--- src/rtl/alu_share_arbiter_if.sv ---
// Bundle between the two ALU requesters, the response consumer and the shared ALU.
// The slave modport is the arbiter's view; master is the environment's view.
interface alu_share_arbiter_if #(
    parameter int DW  = 8,
    parameter int OPW = 3
);
    // Every channel transfers on a rising edge where valid and ready are both high;
    // once raised, rsp_valid and its payload hold until that transfer.
    logic           req0_valid;
    logic           req0_ready;
    logic [OPW-1:0] req0_op;
    logic [DW-1:0]  req0_a;
    logic [DW-1:0]  req0_b;
    logic           req1_valid;
    logic           req1_ready;
    logic [OPW-1:0] req1_op;
    logic [DW-1:0]  req1_a;
    logic [DW-1:0]  req1_b;
    logic           rsp_valid;
    logic           rsp_ready;
    logic           rsp_id;
    logic [DW-1:0]  rsp_data;
    logic           rsp_jump;
    logic [OPW-1:0] alu_op;
    logic [DW-1:0]  alu_in1;
    logic [DW-1:0]  alu_in2;
    logic [DW-1:0]  alu_out;
    logic           alu_jump;
    logic           busy;

    modport slave (
        input  req0_valid, req0_op, req0_a, req0_b,
        input  req1_valid, req1_op, req1_a, req1_b,
        input  rsp_ready, alu_out, alu_jump,
        output req0_ready, req1_ready,
        output rsp_valid, rsp_id, rsp_data, rsp_jump,
        output alu_op, alu_in1, alu_in2, busy
    );

    modport master (
        output req0_valid, req0_op, req0_a, req0_b,
        output req1_valid, req1_op, req1_a, req1_b,
        output rsp_ready, alu_out, alu_jump,
        input  req0_ready, req1_ready,
        input  rsp_valid, rsp_id, rsp_data, rsp_jump,
        input  alu_op, alu_in1, alu_in2, busy
    );
endinterface

--- src/rtl/alu_share_arbiter.sv ---
// Two-requester arbiter in front of a single combinational ALU: one op in flight,
// IDLE -> EXEC -> RESP, result returned on a tagged response channel.
module alu_share_arbiter #(
    parameter int DW        = 8,
    parameter int OPW       = 3,
    parameter int PRIO_MODE = 0
) (
    input  logic                clk,
    input  logic                reset,
    alu_share_arbiter_if.slave  bus,
    output logic [1:0]          o_dbg_state
);
    typedef enum logic [1:0] {
        ST_IDLE = 2'd0,
        ST_EXEC = 2'd1,
        ST_RESP = 2'd2
    } state_t;

    state_t         r_state;
    logic           r_last_grant;
    logic           r_grant_id;
    logic [OPW-1:0] r_alu_op;
    logic [DW-1:0]  r_alu_in1;
    logic [DW-1:0]  r_alu_in2;
    logic           r_rsp_valid;
    logic           r_rsp_id;
    logic [DW-1:0]  r_rsp_data;
    logic           r_rsp_jump;

    logic           w_sel;
    logic           w_req0_ready;
    logic           w_req1_ready;
    logic           w_accept;
    logic [OPW-1:0] w_op;
    logic [DW-1:0]  w_a;
    logic [DW-1:0]  w_b;

    // A lone requester always wins; contention is settled by mode and last grant.
    always_comb begin
        w_sel = 1'b0;
        if (bus.req0_valid && bus.req1_valid)
            w_sel = (PRIO_MODE == 1) ? 1'b0 : ~r_last_grant;
        else if (bus.req1_valid)
            w_sel = 1'b1;
        w_req0_ready = (r_state == ST_IDLE) && bus.req0_valid && !w_sel;
        w_req1_ready = (r_state == ST_IDLE) && bus.req1_valid && w_sel;
        w_accept     = w_req0_ready || w_req1_ready;
        w_op         = w_sel ? bus.req1_op : bus.req0_op;
        w_a          = w_sel ? bus.req1_a  : bus.req0_a;
        w_b          = w_sel ? bus.req1_b  : bus.req0_b;
    end

    always_ff @(posedge clk) begin
        if (reset) begin
            r_state      <= ST_IDLE;
            r_last_grant <= 1'b1;
            r_grant_id   <= 1'b0;
            r_alu_op     <= '0;
            r_alu_in1    <= '0;
            r_alu_in2    <= '0;
            r_rsp_valid  <= 1'b0;
            r_rsp_id     <= 1'b0;
            r_rsp_data   <= '0;
            r_rsp_jump   <= 1'b0;
        end else begin
            case (r_state)
                ST_IDLE: begin
                    if (w_accept) begin
                        r_alu_op     <= w_op;
                        r_alu_in1    <= w_a;
                        r_alu_in2    <= w_b;
                        r_grant_id   <= w_sel;
                        r_last_grant <= w_sel;
                        r_state      <= ST_EXEC;
                    end
                end
                ST_EXEC: begin
                    r_rsp_data  <= bus.alu_out;
                    r_rsp_jump  <= bus.alu_jump;
                    r_rsp_id    <= r_grant_id;
                    r_rsp_valid <= 1'b1;
                    r_state     <= ST_RESP;
                end
                ST_RESP: begin
                    if (r_rsp_valid && bus.rsp_ready) begin
                        r_rsp_valid <= 1'b0;
                        r_state     <= ST_IDLE;
                    end
                end
                default: r_state <= ST_IDLE;
            endcase
        end
    end

    assign bus.req0_ready = w_req0_ready;
    assign bus.req1_ready = w_req1_ready;
    assign bus.rsp_valid  = r_rsp_valid;
    assign bus.rsp_id     = r_rsp_id;
    assign bus.rsp_data   = r_rsp_data;
    assign bus.rsp_jump   = r_rsp_jump;
    assign bus.alu_op     = r_alu_op;
    assign bus.alu_in1    = r_alu_in1;
    assign bus.alu_in2    = r_alu_in2;
    assign bus.busy       = (r_state == ST_EXEC) || (r_state == ST_RESP);
    assign o_dbg_state    = r_state;
endmodule
--- src/flat_wrapper.sv ---
// flat-port wrapper written by rule: the top's interface ports become plain ports
module alu_share_arbiter_flat 
#(
    parameter int DW        = 8,
    parameter int OPW       = 3,
    parameter int PRIO_MODE = 0
)
  (clk, reset, o_dbg_state, bus_req0_valid, bus_req0_op, bus_req0_a, bus_req0_b, bus_req1_valid, bus_req1_op, bus_req1_a, bus_req1_b, bus_rsp_ready, bus_alu_out, bus_alu_jump, bus_req0_ready, bus_req1_ready, bus_rsp_valid, bus_rsp_id, bus_rsp_data, bus_rsp_jump, bus_alu_op, bus_alu_in1, bus_alu_in2, bus_busy);
  alu_share_arbiter_if #(.DW(DW), .OPW(OPW)) bus_i ();
  input  logic clk;
  input  logic reset;
  output logic [1:0] o_dbg_state;
  input wire logic [$bits(bus_i.req0_valid)-1:0] bus_req0_valid;
  input wire logic [$bits(bus_i.req0_op)-1:0] bus_req0_op;
  input wire logic [$bits(bus_i.req0_a)-1:0] bus_req0_a;
  input wire logic [$bits(bus_i.req0_b)-1:0] bus_req0_b;
  input wire logic [$bits(bus_i.req1_valid)-1:0] bus_req1_valid;
  input wire logic [$bits(bus_i.req1_op)-1:0] bus_req1_op;
  input wire logic [$bits(bus_i.req1_a)-1:0] bus_req1_a;
  input wire logic [$bits(bus_i.req1_b)-1:0] bus_req1_b;
  input wire logic [$bits(bus_i.rsp_ready)-1:0] bus_rsp_ready;
  input wire logic [$bits(bus_i.alu_out)-1:0] bus_alu_out;
  input wire logic [$bits(bus_i.alu_jump)-1:0] bus_alu_jump;
  output wire logic [$bits(bus_i.req0_ready)-1:0] bus_req0_ready;
  output wire logic [$bits(bus_i.req1_ready)-1:0] bus_req1_ready;
  output wire logic [$bits(bus_i.rsp_valid)-1:0] bus_rsp_valid;
  output wire logic [$bits(bus_i.rsp_id)-1:0] bus_rsp_id;
  output wire logic [$bits(bus_i.rsp_data)-1:0] bus_rsp_data;
  output wire logic [$bits(bus_i.rsp_jump)-1:0] bus_rsp_jump;
  output wire logic [$bits(bus_i.alu_op)-1:0] bus_alu_op;
  output wire logic [$bits(bus_i.alu_in1)-1:0] bus_alu_in1;
  output wire logic [$bits(bus_i.alu_in2)-1:0] bus_alu_in2;
  output wire logic [$bits(bus_i.busy)-1:0] bus_busy;
  assign bus_i.req0_valid = bus_req0_valid;
  assign bus_i.req0_op = bus_req0_op;
  assign bus_i.req0_a = bus_req0_a;
  assign bus_i.req0_b = bus_req0_b;
  assign bus_i.req1_valid = bus_req1_valid;
  assign bus_i.req1_op = bus_req1_op;
  assign bus_i.req1_a = bus_req1_a;
  assign bus_i.req1_b = bus_req1_b;
  assign bus_i.rsp_ready = bus_rsp_ready;
  assign bus_i.alu_out = bus_alu_out;
  assign bus_i.alu_jump = bus_alu_jump;
  assign bus_req0_ready = bus_i.req0_ready;
  assign bus_req1_ready = bus_i.req1_ready;
  assign bus_rsp_valid = bus_i.rsp_valid;
  assign bus_rsp_id = bus_i.rsp_id;
  assign bus_rsp_data = bus_i.rsp_data;
  assign bus_rsp_jump = bus_i.rsp_jump;
  assign bus_alu_op = bus_i.alu_op;
  assign bus_alu_in1 = bus_i.alu_in1;
  assign bus_alu_in2 = bus_i.alu_in2;
  assign bus_busy = bus_i.busy;
  alu_share_arbiter #(.DW(DW), .OPW(OPW), .PRIO_MODE(PRIO_MODE)) u_core (.clk(clk), .reset(reset), .bus(bus_i), .o_dbg_state(o_dbg_state));
endmodule
--- config.mk ---
export PLATFORM = sky130hd
export DESIGN_NAME = alu_share_arbiter_flat
export DESIGN_NICKNAME = d
export VERILOG_FILES = /design/src/rtl/alu_share_arbiter_if.sv /design/src/rtl/alu_share_arbiter.sv /design/src/flat_wrapper.sv
export SDC_FILE = /design/constraint.sdc
export NUM_CORES = 1
export LEC_CHECK = 0
export ABC_AREA = 1
export CORE_MARGIN = 3
export CORE_UTILIZATION = 30
export DETAILED_ROUTE_END_ITERATION = 7
export GPL_TIMING_DRIVEN = 0
export PLACE_DENSITY_LB_ADDON = 0.1
export SYNTH_ARGS = -nofsm -noshare
export SYNTH_HDL_FRONTEND = slang
export SYNTH_SLANG_ARGS = --single-unit
--- constraint.sdc ---
create_clock -name clk -period 1.4 [get_ports clk]
set_input_delay 0.21 -clock clk [delete_from_list [all_inputs] [get_ports clk]]
set_output_delay 0.21 -clock clk [all_outputs]
set_load 0.02 [all_outputs]
# Word-level counts from Yosys, hierarchy flattened
# Cells that the tools add are included.
dict set report word_totals {
  inputBits 52
  ff_bits 34
  elab_cells 39
  out_inout_bits 35
}
dict set report op_classes {
  n_reduce_logical 14
  muxes 10
  bitwise 1
  eq_ne 4
}
# op n
set ops {}
lappend ops {{2-to-1 mux 8 bit} 2}
lappend ops {{logical AND 1 bit} 6}
lappend ops {{case mux 2 bit (3 select lines)} 1}
lappend ops {{AND reduction 2 bit} 3}
lappend ops {{2-to-1 mux 2 bit} 2}
lappend ops {{inequality test 2 x 1 -> 1 bit, second input constant} 2}
lappend ops {{2-to-1 mux 1 bit} 3}
lappend ops {{2-to-1 mux 3 bit} 1}
lappend ops {{equality test 2 x 1 -> 1 bit, second input constant} 1}
lappend ops {{equality test 2 bit, second input constant} 1}
lappend ops {{zero test 2 bit} 1}
lappend ops {{logical OR 1 bit} 2}
lappend ops {{case mux 1 bit (2 select lines)} 1}
lappend ops {{nonzero test 2 bit} 1}
lappend ops {{zero test 1 bit} 1}
lappend ops {{inverter 1 bit} 1}

# Depth between registers and ports, before layout
# Gate-level depths: netlist (run 1).
dict set report depth {
  ltp_word 7
  ltp_mapped 10
  mapped_depth_nobuf 8
}

# Least setup slack after synthesis (run 1)
# Ideal clock, no wire load.
dict set report synth_timing {
  path_kind {register -> output}
  start {register u_core.r_state[0], in the netlist u_core.o_dbg_state[0]}
  end {output bus_req0_ready}
  n_path_buf 1
  required_time_ps 1190
  path_stages_with_launch 6
  arrival_time_ps 1374
  path_slack_ps -184
  path_cell_list {dfxtp_1 > inv_1 > ha_1 > nand2_1 > buf_2 > a21oi_1}
}
dict set report synth_between {
  elab_chain_len 3
}
# item line
set synth_lines {}
lappend synth_lines {{start: declaration} alu_share_arbiter.sv:19} ;# state_t r_state;
lappend synth_lines {{start signal: assignment} alu_share_arbiter.sv:55} ;# r_state <= ST_IDLE;
lappend synth_lines {{start signal: assignment} alu_share_arbiter.sv:74} ;# r_state <= ST_EXEC;
lappend synth_lines {{start signal: assignment} alu_share_arbiter.sv:82} ;# r_state <= ST_RESP;
lappend synth_lines {{zero test 2 bit} alu_share_arbiter.sv:45} ;# w_req0_ready = (r_state == ST_IDLE) && bus.req0_valid && !w_sel;
lappend synth_lines {{logical AND 1 bit (2 in a row)} alu_share_arbiter.sv:45}
lappend synth_lines {{end: declaration} flat_wrapper.sv:24} ;# output wire logic [$bits(bus_i.req0_ready)-1:0] bus_req0_ready;
# No other way between the ends.

# Final worst setup path (run 1)
# Same ends and word-level chain as after synthesis.

==> summary.md, run 1 <==
| Metric | Value |
|---|---|
| CP required | `1190 ps` |
| Startpoint types | `register` |
| Hold Buf Count CTS | `0` |
| Post-DP HPWL | `3920 µm` |
| Fin crit share | `106%` |
| Synth Area in Compound Gates | `3.97%` |
| Total global-route track usage | `15.1%` |
| Iteration-0 DRC Markers | `44` |
| Initial Util | `31.4%` |
| Leakage | `0.00172 µW` |
| CP max FO | `4` |
| Wirelength, routed | `5380 µm` |
| Commonest non-fill, non-tap cell in the layout | `nand2_1` |
| Yosys warns | `0` |
| # Max-Cap Violations | `0` |
| Max Slew Vio Count | `0` |
| CP Depth | `6` |
| Failing checks | `negative setup slack` |
| CP max stage cell | `dfxtp_4` |
| Synthesis-stage register bit count | `34` |
| GPL Wtd Cong | `0.743` |
| CTS sink count | `34` |
| Largest net degree at the start of global routing | `11` |
| RSZ-0062 raised after global routing | `yes` |
| Crit path DAT | `1280 ps` |
| Vias in the first global route | `1886` |
| CP peak stage delay | `360 ps` |
| Critical path type | `reg2out` |
| Crit. End Element | `output pin` |
| Nets@finish | `451` |
| Commonest non-fill, non-tap cells in the layout | `nand2_1, inv_1, nand3_1` |
| CTS root buf | `clkbuf_8` |
| Final number of setup-violating endpoints | `2` |
| Drt pass-1 iters | `4` |
| Die area | `0.00729 mm²` |
| Post-route worst setup slack | `-87.0 ps` |
| Slew @ Worst Pin | `250 ps` |
| Min-Delay Path Depth | `5` |
| Initial antenna violation count | `1` |
| Peak supply drop | `0.000881 V` |
| Syn_nets | `349` |
| Hold slack final | `304 ps` |
| Vias | `2028` |
| Synth Area in XOR/XNOR | `0%` |
| Global route total overflow | `0` |
| Netlist cell types | `16` |
| DR WL/cell | `11.5 µm` |
| Final Util | `50.1%` |
| Post-synthesis adder-cell area fraction | `3.31%` |
| Depth of the worst register-to-register path | `6` |
| Power per cell area | `1830 mW/mm²` |
| Core area | `0.00603 mm²` |
| Clock transition at the registers of the reported paths | `70 ps` |
| Cell count after synthesis | `292` |
| Number of buffers added on ports | `85` |
| Worst skew pair latency | `280 ps` |
| Via-per-instance ratio | `4.31` |
| Fin crit period | `1490 ps` |
| Synthesized cell area | `0.00189 mm²` |
| Fin area | `0.00302 mm²` |
| Mux share of post-synthesis cell area | `0%` |
| F_max | `673 MHz` |
| FP Rows | `28` |
| CTS buffer count | `5` |
| CTS Buffer Depth | `2` |
| Hold Fails Final Rpt | `0` |
| Fraction of layout cells with a size suffix above 1 | `15.0%` |
| Syn_area_per_cell | `6.48 µm²` |
| CTS H-tree depth | `2` |
| Family with the most delay on the worst path | `flip-flops` |
| Critical path buffers and inverters | `3` |
| Status | `finished with violations` |
| Largest family of logic cells by synthesized area | `simple AND/OR/NAND/NOR gates` |
| Area after DPL | `0.00285 mm²` |
| CP dominant cell by count | `buf_6` |
| First-pass GRT wire length | `8770 µm` |
| HP Class | `in2reg` |
| Skew final | `4.79 ps` |
| Top Ports | `87` |
| Synth Area in Simple Gates | `37.9%` |
| DRC violations left | `0` |
| Die width | `85.4 µm` |
| Slew headroom | `83.3%` |
| CP cell instances | `inv_4 -> ha_4 -> nand2_4 -> buf_6 -> a21oi_4 -> buf_6` |
| Synthesis-to-finish area growth | `59.7%` |
| Die Ht | `85.4 µm` |
| CTS tree | `built` |
| Final ANT Viol Nets | `0` |
| Sequential share of the synthesized area | `36.0%` |
[stage by stage]
step	worst slack, ps	power, µW	cells	setup TNS (ps)
5_1_grt	-149	6060	470	-375
2_1_floorplan	15.6	3540	292	0
3_5_place_dp	-705	4820	452	-3690
4_1_cts	-102	5500	465	-111
3_3_place_gp	-704	4780	452	-3300
6_report	-87.0	5540	470	-142
[Yosys cell counts]
master / number / area [µm²]
buf_8: 1 / 15.0
inv_1: 65 / 244
clkbuf_1: 1 / 3.75
buf_4: 3 / 22.5
clkinv_1: 1 / 3.75
buf_2: 9 / 45.0
nand3_1: 51 / 255
nor2_1: 23 / 86.3
nand2_1: 70 / 263
o21ai_0: 10 / 50.1
a21oi_1: 5 / 25.0
buf_6: 2 / 22.5
dfxtp_1: 34 / 681
nand2_2: 2 / 12.5
ha_1: 5 / 62.6
nand3_2: 10 / 100
[worst min-delay path: cells and delay by family]
family / cells / cell delay, ps
buffers and inverters: 2 / 130
and+or+nand+nor: 3 / 220
[path summary, 6_finish.rpt]
path                              start                      to  slack (ps)
hold / removal           bus_req1_valid   u_core.bus.alu_in2[7]         300
setup / recovery  u_core.o_dbg_state[0]          bus_req0_ready         -90
hold reg to reg       u_core.r_grant_id       u_core.r_grant_id         470
setup reg to reg  u_core.o_dbg_state[0]  u_core.bus.rsp_data[2]          30
[report_power, final]
group	total [µW]	internal (µW)	switching [µW]
Combinational	3320	1420	1890
Sequential	1540	1350	187
Clock	685	334	351
Total	5540	3110	2430
[cells by family after synthesis]
kind of cell	count (synthesis)
flip-flops	34
buffers and inverters	82
AO/OA/AOI/OAI	15
AND/OR/NAND/NOR	156
adder cells (fa/ha/maj)	5
[sequential cells by signal (all words and copies together), names as in the netlist, 2 cells and up]
name,flops
u_core.bus.alu_in1,8
u_core.bus.alu_in2,8
u_core.bus.alu_op,3
u_core.bus.rsp_data,8
u_core.o_dbg_state,2
[final cells by class]
class	count	area [µm²]
diodes	1	2.50
plain buffers	16	125
clock buffers	5	68.8
clock inverters	2	10.0
fillers	634	3010
inverters	66	251
multi-input cells	176	901
flip-flops and latches	34	686
well taps	75	93.8
repair buffers	95	882
[metal layers]
layer / part of all wire [%] / vias to the layer above / GRT usage, %
li1: - / 1079 / -
met1: 46 / 885 / 20.2
met2: 44 / 59 / 22.8
met3: 8.5 / 5 / 4.47
met4: 1.1 / 0 / 5.61
met5: 0 / - / 0
[what timing repair did]
action                     in CTS  in global routing
pin swaps                       2                  1
setup endpoints to repair      56                 18
gates resized for setup        64                 12
setup buffers                   6                  4
Note: power is estimated with default switching activity, not from simulation.
==> run 2, diff against run 1 <==
REMOVE_ABC_BUFFERS = 1   (was default)
==> run 2 against run 1 <==
  * The run still ends with negative setup slack left
  * Routed wire length grew 7.3%
  * Cell count shrank 1.9%
  * Die area is the same
  * Combinational power grew 6.0%
  * Worst hold slack gained 160 ps
  * Final area grew 2.1%
  * Largest cell class is now multi-input gates
  * Critical endpoint unchanged
  * Critical path type unchanged
  * Register-to-register slack lost 50 ps
==> summary.md, run 2 (synthesis results as in run 1) <==
| Metric | Value |
|---|---|
| Iteration-0 DRC Markers | `111 (+150%)` |
| CTS root buf | `clkbuf_8` |
| Top Ports | `87 (unchanged)` |
| Failing checks | `negative setup slack` |
| Wirelength, routed | `5780 µm (+7.3%)` |
| Startpoint types | `register` |
| Die Ht | `85.4 µm (unchanged)` |
| Status | `finished with violations` |
| Depth of the worst register-to-register path | `8 (+2)` |
| Hold Fails Final Rpt | `0 (unchanged)` |
| RSZ-0062 raised after global routing | `yes` |
| Commonest non-fill, non-tap cells in the layout | `nand2_1, inv_1, nand3_1` |
| # Max-Cap Violations | `0 (unchanged)` |
| Critical path type | `reg2out` |
| Final Util | `51.2% (+1.1 points)` |
| Synthesis-to-finish area growth | `63.0%` |
| Number of buffers added on ports | `86 (+1.2%)` |
| Internal Power | `3260 µW (+4.8%)` |
| Vias in the first global route | `1971 (+4.5%)` |
| Die width | `85.4 µm (unchanged)` |
| Skew final | `3.00 ps (-1.79 ps)` |
| Sw Share | `44.9% (+0.97 points)` |
| CTS sink count | `34 (unchanged)` |
| Leakage | `0.00169 µW (-1.5%)` |
| First-pass GRT wire length | `9540 µm (+8.7%)` |
| Power share of the combinational group | `59.6% (-0.3 points)` |
| CP required | `1190 ps (about the same)` |
| Placed Cells | `437 (-3.3%)` |
| Worst r2r dst | `u_core.bus.alu_in1[3]` |
| Fin crit period | `1440 ps (-43.9 ps)` |
| Area after DPL | `0.00274 mm² (-3.8%)` |
| GPL Wtd Cong | `0.754 (+1.5%)` |
| CTS H-tree depth | `2 (unchanged)` |
| Drt pass-1 iters | `4 (unchanged)` |
| DR WL/cell | `12.5 µm (+9.4%)` |
| Slew headroom | `71.1% (-12 points)` |
| Core area | `0.00603 mm² (unchanged)` |
| Total global-route track usage | `16.6% (+1.5 points)` |
| FF-to-FF Start | `u_core.o_dbg_state[0]` |
| Slew @ Worst Pin | `433 ps (+183 ps)` |
| Die area | `0.00729 mm² (unchanged)` |
| HP Class | `reg2reg` |
| Nets@finish | `442 (-2.0%)` |
| Fin crit share | `103% (-3.1 points)` |
| CTS tree | `built` |
| Worst skew pair latency | `280 ps (about the same)` |
| Clock power frac | `14.3% (+1.9 points)` |
| Crit path DAT | `1230 ps (-50 ps)` |
| Hold endpoint | `u_core.r_grant_id` |
| Fin area | `0.00308 mm² (+2.1%)` |
| Post-route worst setup slack | `-43.1 ps (+43.9 ps)` |
| Diodes inserted | `0 (-1)` |
| R2R Setup Slk | `-20 ps (-50 ps)` |
| Fraction of layout cells with a size suffix above 1 | `14.2% (-0.73 points)` |
| Vias | `2012 (-0.79%)` |
| Peak supply drop | `0.00138 V (+57%)` |
| CP max FO | `5 (+1)` |
| Hold Startpoint | `u_core.r_grant_id` |
| Min-Delay Path Depth | `2 (-3)` |
| Final Total Pwr | `5910 µW (+6.6%)` |
| Post-DP HPWL | `3490 µm (-11%)` |
| NetSw | `2650 µW (+8.9%)` |
| Largest net degree at the start of global routing | `26 (+15)` |
| Initial antenna violation count | `0 (-1)` |
| Max Slew Vio Count | `0 (unchanged)` |
| Commonest non-fill, non-tap cell in the layout | `nand2_1` |
| Global route total overflow | `0 (unchanged)` |
| Crit. End Element | `output pin` |
| F_max | `693 MHz (+3.0%)` |
| Non-Filler Instances | `461 (-1.9%)` |
| Power per cell area | `1910 mW/mm² (+4.4%)` |
| FILL cells | `636 (+0.32%)` |
| Via-per-instance ratio | `4.36 (+1.1%)` |
| CTS buffer count | `5 (unchanged)` |
| Flop pwr share | `26.1% (-1.7 points)` |
| Final ANT Viol Nets | `0 (unchanged)` |
| Final number of setup-violating endpoints | `6 (+4)` |
| CTS Buffer Depth | `2 (unchanged)` |
| Initial Util | `31.4% (unchanged)` |
| Clock transition at the registers of the reported paths | `70 ps (about the same)` |
| FP Rows | `28 (unchanged)` |
| DRC violations left | `0 (unchanged)` |
## run 2: changes by cell type in the layout (fill, tap and decap cells not counted), moves of 3 or more
| cell | delta |
|---|---|
| o21ai_1 | -8 |
| buf_4 | -4 |
| buf_6 | -4 |
| clkbuf_8 | +3 |
| nand2_8 | +6 |
| o21ai_0 | +8 |
| buf_2 | -7 |
## run 2: layout make-up
| cell class | count | area [µm²] | area share, % |
|---|---|---|---|
| repair inverters | 1 | 7.51 | 0.243 |
| inverters | 66 | 258 | 8.36 |
| well taps | 75 | 93.8 | 3.04 |
| clock buffers | 8 | 110 | 3.57 |
| repair buffers | 96 | 905 | 29.3 |
| multi-input cells | 181 | 1020 | 33.2 |
| flip-flops and latches | 34 | 686 | 22.2 |
## run 2: power groups by stage
stage / clock network, µW / logic, µW / registers [µW]
after floorplan: 0 / 1400 / 1970
after global placement: 0 / 3100 / 1540
after detailed placement: 0 / 3110 / 1550
after CTS: 885 / 3440 / 1550
after global routing: 928 / 3920 / 1590
final: 842 / 3520 / 1540
## run 2: worst max path at each step
stage                           from               endpoint  slack [ps]  cells after the start
6_report       u_core.o_dbg_state[0]         bus_req0_ready         -40                      5
5_1_grt        u_core.o_dbg_state[0]         bus_req0_ready        -120                      5
4_1_cts        u_core.o_dbg_state[1]         bus_req0_ready         -50                      5
3_5_place_dp          bus_req1_valid  u_core.bus.alu_in1[3]       -1750                      6
3_3_place_gp          bus_req1_valid  u_core.bus.alu_in1[3]       -1750                      6
2_1_floorplan  u_core.o_dbg_state[0]      u_core.r_grant_id        -780                      7
## run 2: layer usage
layer	vias to the layer above	wire length, µm	global-route usage (%)
li1	1076	-	-
met1	868	2690	21.4
met2	66	2530	26.3
met3	2	531	5.92
met4	0	24	4.32
met5	-	0	0
## run 2: worst max-delay path: stages (launching register included)
cell and delay (ps):
dfxtp_4 370, inv_4 60, ha_4 190, nand2_8 70, a21oi_4 120, buf_6 130
## run 2: repair_timing
action	CTS	global route
pin swaps	3	1
resized for setup	81	7
setup buffers	7	3
hold buffers	0	0
hold endpoints to repair	0	0
cloned	6	0
endpoints found under the setup margin	68	33
## run 2: per-stage QoR
step	hold WS (ps)	TNS (ps)	worst slack, ps
after global placement	444	-43340	-1750
after floorplan	279	-16020	-780
after CTS	468	-55.7	-46.0
final	467	-80.3	-43.1
after global routing	488	-2350	-118
after detailed placement	447	-43730	-1750
==> run 3, diff against run 2 <==
CORE_MARGIN = 5   (was 3)
==> run 3 against run 2 <==
  * Setup slack got worse by 22 ps
  * The flow still finishes with violations (negative setup slack)
  * Clock power increased by 10%
  * Total power increased by 2.2%
  * Sequential share of layout area about the same
  * Combinational power about the same
  * Via count increased by 1.6%
==> summary.md, run 3 (synthesis results as in run 1) <==
| Metric | Value |
|---|---|
| Fin crit period | `1460 ps (+21.8 ps)` |
| Fraction of layout cells with a size suffix above 1 | `14.5% (+0.26 points)` |
| Setup TNS | `-65.8 ps (+14.4 ps)` |
| Diodes inserted | `0 (unchanged)` |
| Leakage | `0.00169 µW (about the same)` |
| Post-DP HPWL | `3700 µm (+5.8%)` |
| Worst r2r dst | `u_core.bus.alu_in1[2]` |
| F_max | `683 MHz (-1.5%)` |
| CP max FO | `4 (-1)` |
| RSZ-0062 raised after global routing | `yes` |
| Slew @ Worst Pin | `438 ps (+5.26 ps)` |
| Initial antenna violation count | `0 (unchanged)` |
| GPL Wtd Cong | `0.691 (-8.3%)` |
| Status | `finished with violations` |
| Commonest non-fill, non-tap cell in the layout | `nand2_1` |
| Crit path DAT | `1250 ps (+20 ps)` |
| Die Ht | `89.4 µm (+4.7%)` |
| Min-Delay Path Depth | `2 (unchanged)` |
| R2R Setup Slk | `30 ps (+50 ps)` |
| Iteration-0 DRC Markers | `74 (-33%)` |
| Die width | `89.4 µm (+4.7%)` |
| Met3 Usage GRT | `5.16% (-0.76 points)` |
| Slew headroom | `70.7% (-0.45 points)` |
| Power per cell area | `1950 mW/mm² (+1.6%)` |
| CTS root buf | `clkbuf_8` |
| Total global-route track usage | `15.9% (-0.69 points)` |
| Wirelength, routed | `6220 µm (+7.6%)` |
| Worst skew pair latency | `290 ps (about the same)` |
| Vias in the first global route | `1915 (-2.8%)` |
| DR WL/cell | `13.4 µm (+7.2%)` |
| Critical path type | `reg2out` |
| Peak supply drop | `0.00105 V (-24%)` |
| Via-per-instance ratio | `4.42 (+1.2%)` |
| Final Total Pwr | `6040 µW (+2.2%)` |
| Final ANT Viol Nets | `0 (unchanged)` |
| # Max-Cap Violations | `0 (unchanged)` |
| Core area | `0.00624 mm² (+3.6%)` |
| Die area | `0.00799 mm² (+9.6%)` |
| FP Rows | `29 (+3.6%)` |
| Hold Fails Final Rpt | `0 (unchanged)` |
| Grt peak-use layer | `met2` |
| CTS tree | `built` |
| Clock transition at the registers of the reported paths | `70 ps (about the same)` |
| Final number of setup-violating endpoints | `2 (-4)` |
| Met1 usage | `19.2% (-2.2 points)` |
| Nets@finish | `442 (unchanged)` |
| GR Util met2 | `27.1% (+0.79 points)` |
| Largest net degree at the start of global routing | `26 (unchanged)` |
| HP Class | `reg2reg` |
| CTS buffer count | `5 (unchanged)` |
| Drt pass-1 iters | `6 (+2)` |
| CP required | `1190 ps (about the same)` |
| CTS sink count | `34 (unchanged)` |
| Crit path from | `u_core.o_dbg_state[1]` |
| Top Ports | `87 (unchanged)` |
| Max Slew Vio Count | `0 (unchanged)` |
| DRC violations left | `0 (unchanged)` |
| Synthesis-to-finish area growth | `64.0%` |
| Post-route worst setup slack | `-64.9 ps (-21.8 ps)` |
| Global route total overflow | `0 (unchanged)` |
| Commonest non-fill, non-tap cells in the layout | `nand2_1, inv_1, nand3_1` |
| Initial Util | `30.3% (-1.1 points)` |
| Fin crit share | `105% (+1.6 points)` |
| First-pass GRT wire length | `9580 µm (+0.51%)` |
| CTS H-tree depth | `2 (unchanged)` |
| Crit. End Element | `output pin` |
| Number of buffers added on ports | `86 (unchanged)` |
| Hold endpoint | `u_core.r_grant_id` |
| FF-to-FF Start | `u_core.o_dbg_state[1]` |
| Failing checks | `negative setup slack` |
| Vias | `2045 (+1.6%)` |
| Skew final | `7.01 ps (+4.01 ps)` |
| Startpoint types | `register` |
| CTS Buffer Depth | `2 (unchanged)` |
| Depth of the worst register-to-register path | `8 (unchanged)` |
| Hold Startpoint | `u_core.r_grant_id` |
==> run 3: cell count changes in the layout (fill, tap and decap cells not counted), moves of 2 or more <==
cell | before | now
clkinvlp_4 | 2 | 4
buf_6 | 2 | 4
buf_4 | 9 | 5
nand2_4 | 2 | 4
clkbuf_8 | 8 | 5
==> run 3: what timing repair did <==
item / CTS / global route
pin swaps: 4 / 1
cloned: 7 / 1
setup endpoints to repair: 68 / 24
hold endpoints to repair: 0 / 0
hold buffers: 0 / 0
resized for setup: 87 / 5
buffers inserted: 5 / 3
==> run 3: per-stage QoR <==
step	utilization [%]	setup WS (ps)	hold slack (ps)	cells	instance area [µm²]
after detailed placement	43.9	-1800	460	439	2740
after floorplan	-	-780	279	276	1780
after global routing	49.7	-118	485	463	3100
after CTS	48.8	-82.7	480	459	3040
after global placement	43.9	-1750	446	439	2740
final	49.7	-64.9	474	463	3100
==> run 3: worst max-delay path by stage <==
stage	end
2_1_floorplan	u_core.r_grant_id
4_1_cts	bus_req0_ready
3_3_place_gp	u_core.r_last_grant
5_1_grt	bus_req0_ready
6_report	bus_req0_ready
3_5_place_dp	u_core.r_last_grant
==> run 3: routing by layer <==
layer  vias up  part of all wire, %
met4         0                 0.87
met5         -                    0
li1       1074                    -
met3         6                  8.2
met1       907                   44
met2        58                   47
==> run 3: cell type report <==
cell class	count	area, µm²
fill	665	3140
timing repair buffer	94	897
timing repair inverter	1	7.51
tap	77	96.3
sequential	34	689
multi-input combinational	183	1040
clock inverter	3	45.0
inverter	66	259
clock buffer	5	68.8
==> run 3: where the power goes <==
group / internal [µW] / switching [µW]
combinational: 1400 / 2150
sequential: 1360 / 201
clock: 530 / 396
==> run 3: critical path: stages, from the launching register on <==
cell,delay [ps]
dfxtp_4,360
inv_4,70
ha_4,190
nand2_8,70
a21oi_2,130
buf_6,130
